`src/rtl/axis_pkt_tx.sv`:
```
// axis_pkt_tx: sample buffer that feeds fixed-length AXI-Stream packets
// carrying a rolling packet ID, a per-packet destination and an idle gap after each packet.
module axis_pkt_tx #(
    parameter int DATA_WIDTH = 16,
    parameter int FIFO_DEPTH = 16,
    parameter int PKT_LEN    = 8,
    parameter int GAP_CYCLES = 2
) (
    input  logic                        clk,
    input  logic                        rst,
    input  logic                        wr_en,
    input  logic [DATA_WIDTH-1:0]       wr_data,
    output logic                        wr_full,
    output logic                        wr_ovf,
    input  logic [3:0]                  cfg_tdest,
    output logic [$clog2(FIFO_DEPTH):0] level,
    output logic [DATA_WIDTH-1:0]       m_axis_tdata,
    output logic                        m_axis_tvalid,
    input  logic                        m_axis_tready,
    output logic                        m_tlast,
    output logic [7:0]                  m_tid,
    output logic [3:0]                  m_tdest,
    output logic [DATA_WIDTH/8-1:0]     m_tkeep,
    output logic [DATA_WIDTH/8-1:0]     m_tstrb
);
    localparam int AW = $clog2(FIFO_DEPTH);
    localparam logic [7:0] LAST = 8'(PKT_LEN - 1);
    localparam logic [3:0] GAP_END = 4'(GAP_CYCLES - 1);
    typedef enum logic [1:0] {IDLE, SEND, GAP} state_t;
    state_t                r_state, w_next;
    logic [DATA_WIDTH-1:0] r_mem [FIFO_DEPTH];
    logic [AW-1:0]         r_wptr, r_rptr;
    logic [AW:0]           r_cnt;
    logic [7:0]            r_beat, w_beat;
    logic [3:0]            r_gap;
    logic [DATA_WIDTH-1:0] r_tdata;
    logic                  r_tvalid, r_tlast;
    logic [7:0]            r_tid;
    logic [3:0]            r_tdest;
    logic                  w_wr, w_hs, w_close, w_pop, w_avail;
    // the word on the bus still counts toward level until it is handshaken
    assign level         = r_cnt + (AW+1)'(r_tvalid);
    assign wr_full       = level == (AW+1)'(FIFO_DEPTH);
    assign wr_ovf        = wr_en & wr_full;
    assign w_wr          = wr_en & ~wr_full & ~rst;
    assign w_avail       = r_cnt != '0;
    assign w_hs          = r_tvalid & m_axis_tready;
    assign m_axis_tdata  = r_tdata;
    assign m_axis_tvalid = r_tvalid;
    assign m_tlast       = r_tlast;
    assign m_tid         = r_tid;
    assign m_tdest       = r_tdest;
    assign m_tkeep       = '1;
    assign m_tstrb       = '1;

    always_ff @(posedge clk or posedge rst) begin
        if (rst) begin
            r_state  <= IDLE;
            r_cnt    <= '0;
            r_wptr   <= '0;
            r_rptr   <= '0;
            r_gap    <= '0;
            r_beat   <= '0;
            r_tid    <= '0;
            r_tdest  <= '0;
            r_tdata  <= '0;
            r_tvalid <= 1'b0;
            r_tlast  <= 1'b0;
        end else begin
            r_state <= w_next;
            r_cnt   <= r_cnt + (AW+1)'(w_wr) - (AW+1)'(w_pop);
            r_wptr  <= r_wptr + AW'(w_wr);
            r_rptr  <= r_rptr + AW'(w_pop);
            r_gap   <= r_state == GAP ? r_gap + 4'd1 : 4'd0;
            r_beat  <= w_close ? 8'd0 : w_beat;
            r_tid   <= r_tid + 8'(w_close);
            if (w_pop) begin
                r_tdata  <= r_mem[r_rptr];
                r_tvalid <= 1'b1;
                r_tlast  <= w_beat == LAST;
            end else if (w_hs) begin
                r_tvalid <= 1'b0;
                r_tlast  <= 1'b0;
            end
            if (r_state == IDLE && w_avail) r_tdest <= cfg_tdest;
        end
    end

    always_ff @(posedge clk) begin
        if (w_wr) r_mem[r_wptr] <= wr_data;
    end

    always_comb begin
        w_next = r_state == IDLE ? (w_avail ? SEND : IDLE)
               : r_state == SEND ? (w_close ? (GAP_CYCLES > 0 ? GAP : IDLE) : SEND)
               : (r_gap == GAP_END ? IDLE : GAP);
    end

    // a stalled-empty SEND refills as soon as data arrives, keeping the beat count
    always_comb begin
        w_close = r_state == SEND && w_hs && r_tlast;
        w_beat  = (r_state == SEND && w_hs && !r_tlast) ? r_beat + 8'd1 : r_beat;
        w_pop   = w_avail && (r_state == IDLE || (r_state == SEND && !w_close && (w_hs || !r_tvalid)));
    end
endmodule

```
`config.mk`:
```
export PLATFORM = sky130hd
export DESIGN_NAME = axis_pkt_tx
export DESIGN_NICKNAME = d
export VERILOG_FILES = /design/src/rtl/axis_pkt_tx.sv
export SDC_FILE = /design/constraint.sdc
export NUM_CORES = 1
export LEC_CHECK = 0
export CAP_MARGIN = 40
export CORE_UTILIZATION = 60
export DETAILED_ROUTE_END_ITERATION = 8
export PLACE_DENSITY_LB_ADDON = 0.2
export SLEW_MARGIN = 5
export SYNTH_ARGS = -nofsm -noshare
export SYNTH_HDL_FRONTEND = slang
export SYNTH_SLANG_ARGS = --single-unit
```
`constraint.sdc`:
```
create_clock -name clk -period 6.9 [get_ports clk]
set_input_delay 2.07 -clock clk [delete_from_list [all_inputs] [get_ports clk]]
set_output_delay 2.07 -clock clk [all_outputs]
set_load 0.02 [all_outputs]
```
==> results.md <==
* Top-count cell post-synth: edfxtp_1
* IO buf count at 60
* First-pass GRT wire length at 39400 um
* Total Wirelength at 25300 um
* Tightest Pin Transition at 0.833 ns
* HPWL after DPL at 14700 um
* Non-filler cells, final at 1038
* Slowest stage cell, crit path: clkdlybuf4s50_1
* #FFs+latches synth at 313
* Cell taking the most area after synthesis: edfxtp_1
* Layout cell share with drive strength beyond 1 at 21.9%
* Crit. End Element: primary output
* I/O pin total at 65
* Final setup margin at 1.58 ns
* Slew HR at 44.3%
* Post-synth ARST share at 18.2%
* Most frequent cells after synthesis: edfxtp_1, mux4_2, dfrtp_1
* Synth Flop Type: edfxtp_1
* Crit path time final at 5.32 ns
* Setup bufs post-CTS at 0
* Area contributors post-synth: edfxtp_1, mux4_2, dfrtp_1
* Synthesized area at 12700 sq um
* EDFF count, synth at 256
* Final Max Tran Viols at 0
* Finish-stage setup viols at 0
* Row count at 52
* HP Class: flip-flop to flip-flop
* DIE AREA at 21700 sq um
* RSZ-0062 raised after global routing: false
* Area after DPL at 13600 sq um
* GP Congestion at 0.831
* Required time of the critical path at 4.83 ns
* Count of cell types in the netlist at 55
* Via density at 6.25
* Setup TNS at 0 ns
* Kind of critical path: input pin to primary output
* First-pass DRT Iterations at 5
* Worst-path fanout max at 2
* Inserted Clock Buffers at 31
* Placed cell count at 980
* Area growth syn-to-layout at 15.2%
* Inserted Diodes at 0
* Gr ovfl total at 0
* DP Worst Slack at 1.58 ns
* Max-cap viol count at 0
* H-tree levels at 1
* CTS tree: yes
* DR vias at 6485
* Setup Skew at 0.0301 ns
* Vias in the first global route at 6802
* Core area at 20500 sq um
* Largest net degree at the start of global routing at 58
* Clk Latency, worst-skew pair at 0.57 ns
* Mapped Cells at 659
* Post-route ant nets at 0
* DRC violations left at 0
* Total track usage at 24.8%
* Net count, final at 787
* Crit path launch type: input pin
* WHS at 0.490 ns
* Lkg Pwr at 5.07 nW
* Reg clk slew, reported paths at 0.06 ns
* CTS root buffer: clkbuf_16
* # fillers at 1238
* DRT iter0 DRCs at 450
* Die height at 147 um
* Ys Warns at 0
* Post-synth top area share at 60.7%
* Max IR drop VDD at 0.254 mV
* Fmax at 188 MHz
* Post-cts sizing count at 0
* CTS sink cnt at 313
* Initial antenna violation count at 0
* Seq/Total Area, Yosys at 72.0%
* Final Core Density at 71.2%
* WHS Path Cells at 1
* Post-Layout Inst Area at 14600 sq um
* Fin crit share at 77.1%
* Power per cell area at 405 nW/um^2
* Most used cell, CP: clkdlybuf4s50_1
* Cells on worst reg2reg path at 16
* Power, Total at 5.90 mW
* Avg Inst Size Synth at 19.2 sq um
* CTS Buffer Depth at 3
* Critical-path cell list: clkdlybuf4s50_1 > and2_1 > clkdlybuf4s50_1
* Initial Utilization at 61.8%
* Hold Vio Cnt, Final at 0
* Arr. time, crit path at 3.25 ns
* CP max stage delay at 0.59 ns
* Status: finished clean
* Die width at 147 um
* DR WL/cell at 24.4 um
* Hold Buf Count CTS at 0
-- worst paths after layout --
kind,from,endpoint,slack (ns)
worst min-delay path,m_tid[7]$_DFF_PP0_,m_tid[7]$_DFF_PP0_,0.49
worst max-delay path,wr_en,wr_ovf,1.58
worst min register to register,m_tid[7]$_DFF_PP0_,m_tid[7]$_DFF_PP0_,0.49
max in group asynchronous,rst,r_rptr[0]$_DFF_PP0_,4.22
min in group asynchronous,rst,m_axis_tdata[2]$_DFFE_PP0P_,2.10
worst max register to register,r_cnt[2]$_DFF_PP0_,r_cnt[4]$_DFF_PP0_,3.54
-- layout by cell type, fill, tap and decap left out, drive strengths merged, types with 5 or more instances in the layout --
cell type        n
inv             21
nor3            11
ha              19
clkdlybuf4s50   60
xnor2           14
a21oi            6
or3              5
mux2i           32
mux4            64
buf             23
xor2             9
nor2            23
clkbuf          51
o221ai          16
clkinv           5
edfxtp         256
nand3           13
dfrtp           57
o21ai            8
nand2           32
-- where the power goes --
part           internal, mW  switching (mW)  leakage [nW]
logic                 0.890           0.942          1.60
registers              2.26           0.222          3.00
clock network         0.919           0.670         0.471
total                  4.07            1.83          5.07
-- area by class of cell --
class,count,area [sq um],area share [%]
clock buffers,51,891,6.11
clock inverters,7,77.6,0.532
inverters,20,76.3,0.523
multi-input cells,294,3280,22.5
flip-flops and latches,313,9120,62.5
well taps,270,338,2.32
repair buffers,83,806,5.52
-- registers in the layout, summed over array words and instances (netlist names) --
name and flops:
r_cnt 5, m_tlast 1, r_rptr 4, r_wptr 4, r_gap 4, r_beat 8, r_state 2, m_axis_tdata 16
m_axis_tvalid 1, m_tdest 4, r_mem 256, m_tid 8
-- logic make-up (layout without fill, tap and decap cells) --
logic type | Yosys count | count (layout) | share of synthesized area, %
DFF | 313 | 313 | 72.0
xor gates and xnor gates | 23 | 23 | 1.65
muxes | 100 | 100 | 14.3
other | 1 | 4 | 0.0296
buffers and inverters | 55 | 161 | 2.24
and+or+nand+nor | 104 | 104 | 4.58
adders and majority gates | 20 | 20 | 2.04
AOI/OAI and AO/OA | 43 | 43 | 3.23
-- layer usage --
metal  track usage, %  routed length (um)
met5                0                   0
met4             9.12                 837
met3             4.07                1680
met2             41.4               12800
met1             33.2                9940
-- worst max-delay path, delay by kind of cell --
kind / cells / cell delay, ns
and+or+nand+nor: 1 / 0.12
buffers and inverters: 2 / 1.06
No activity file was read; power rests on OpenSTA's default activity.
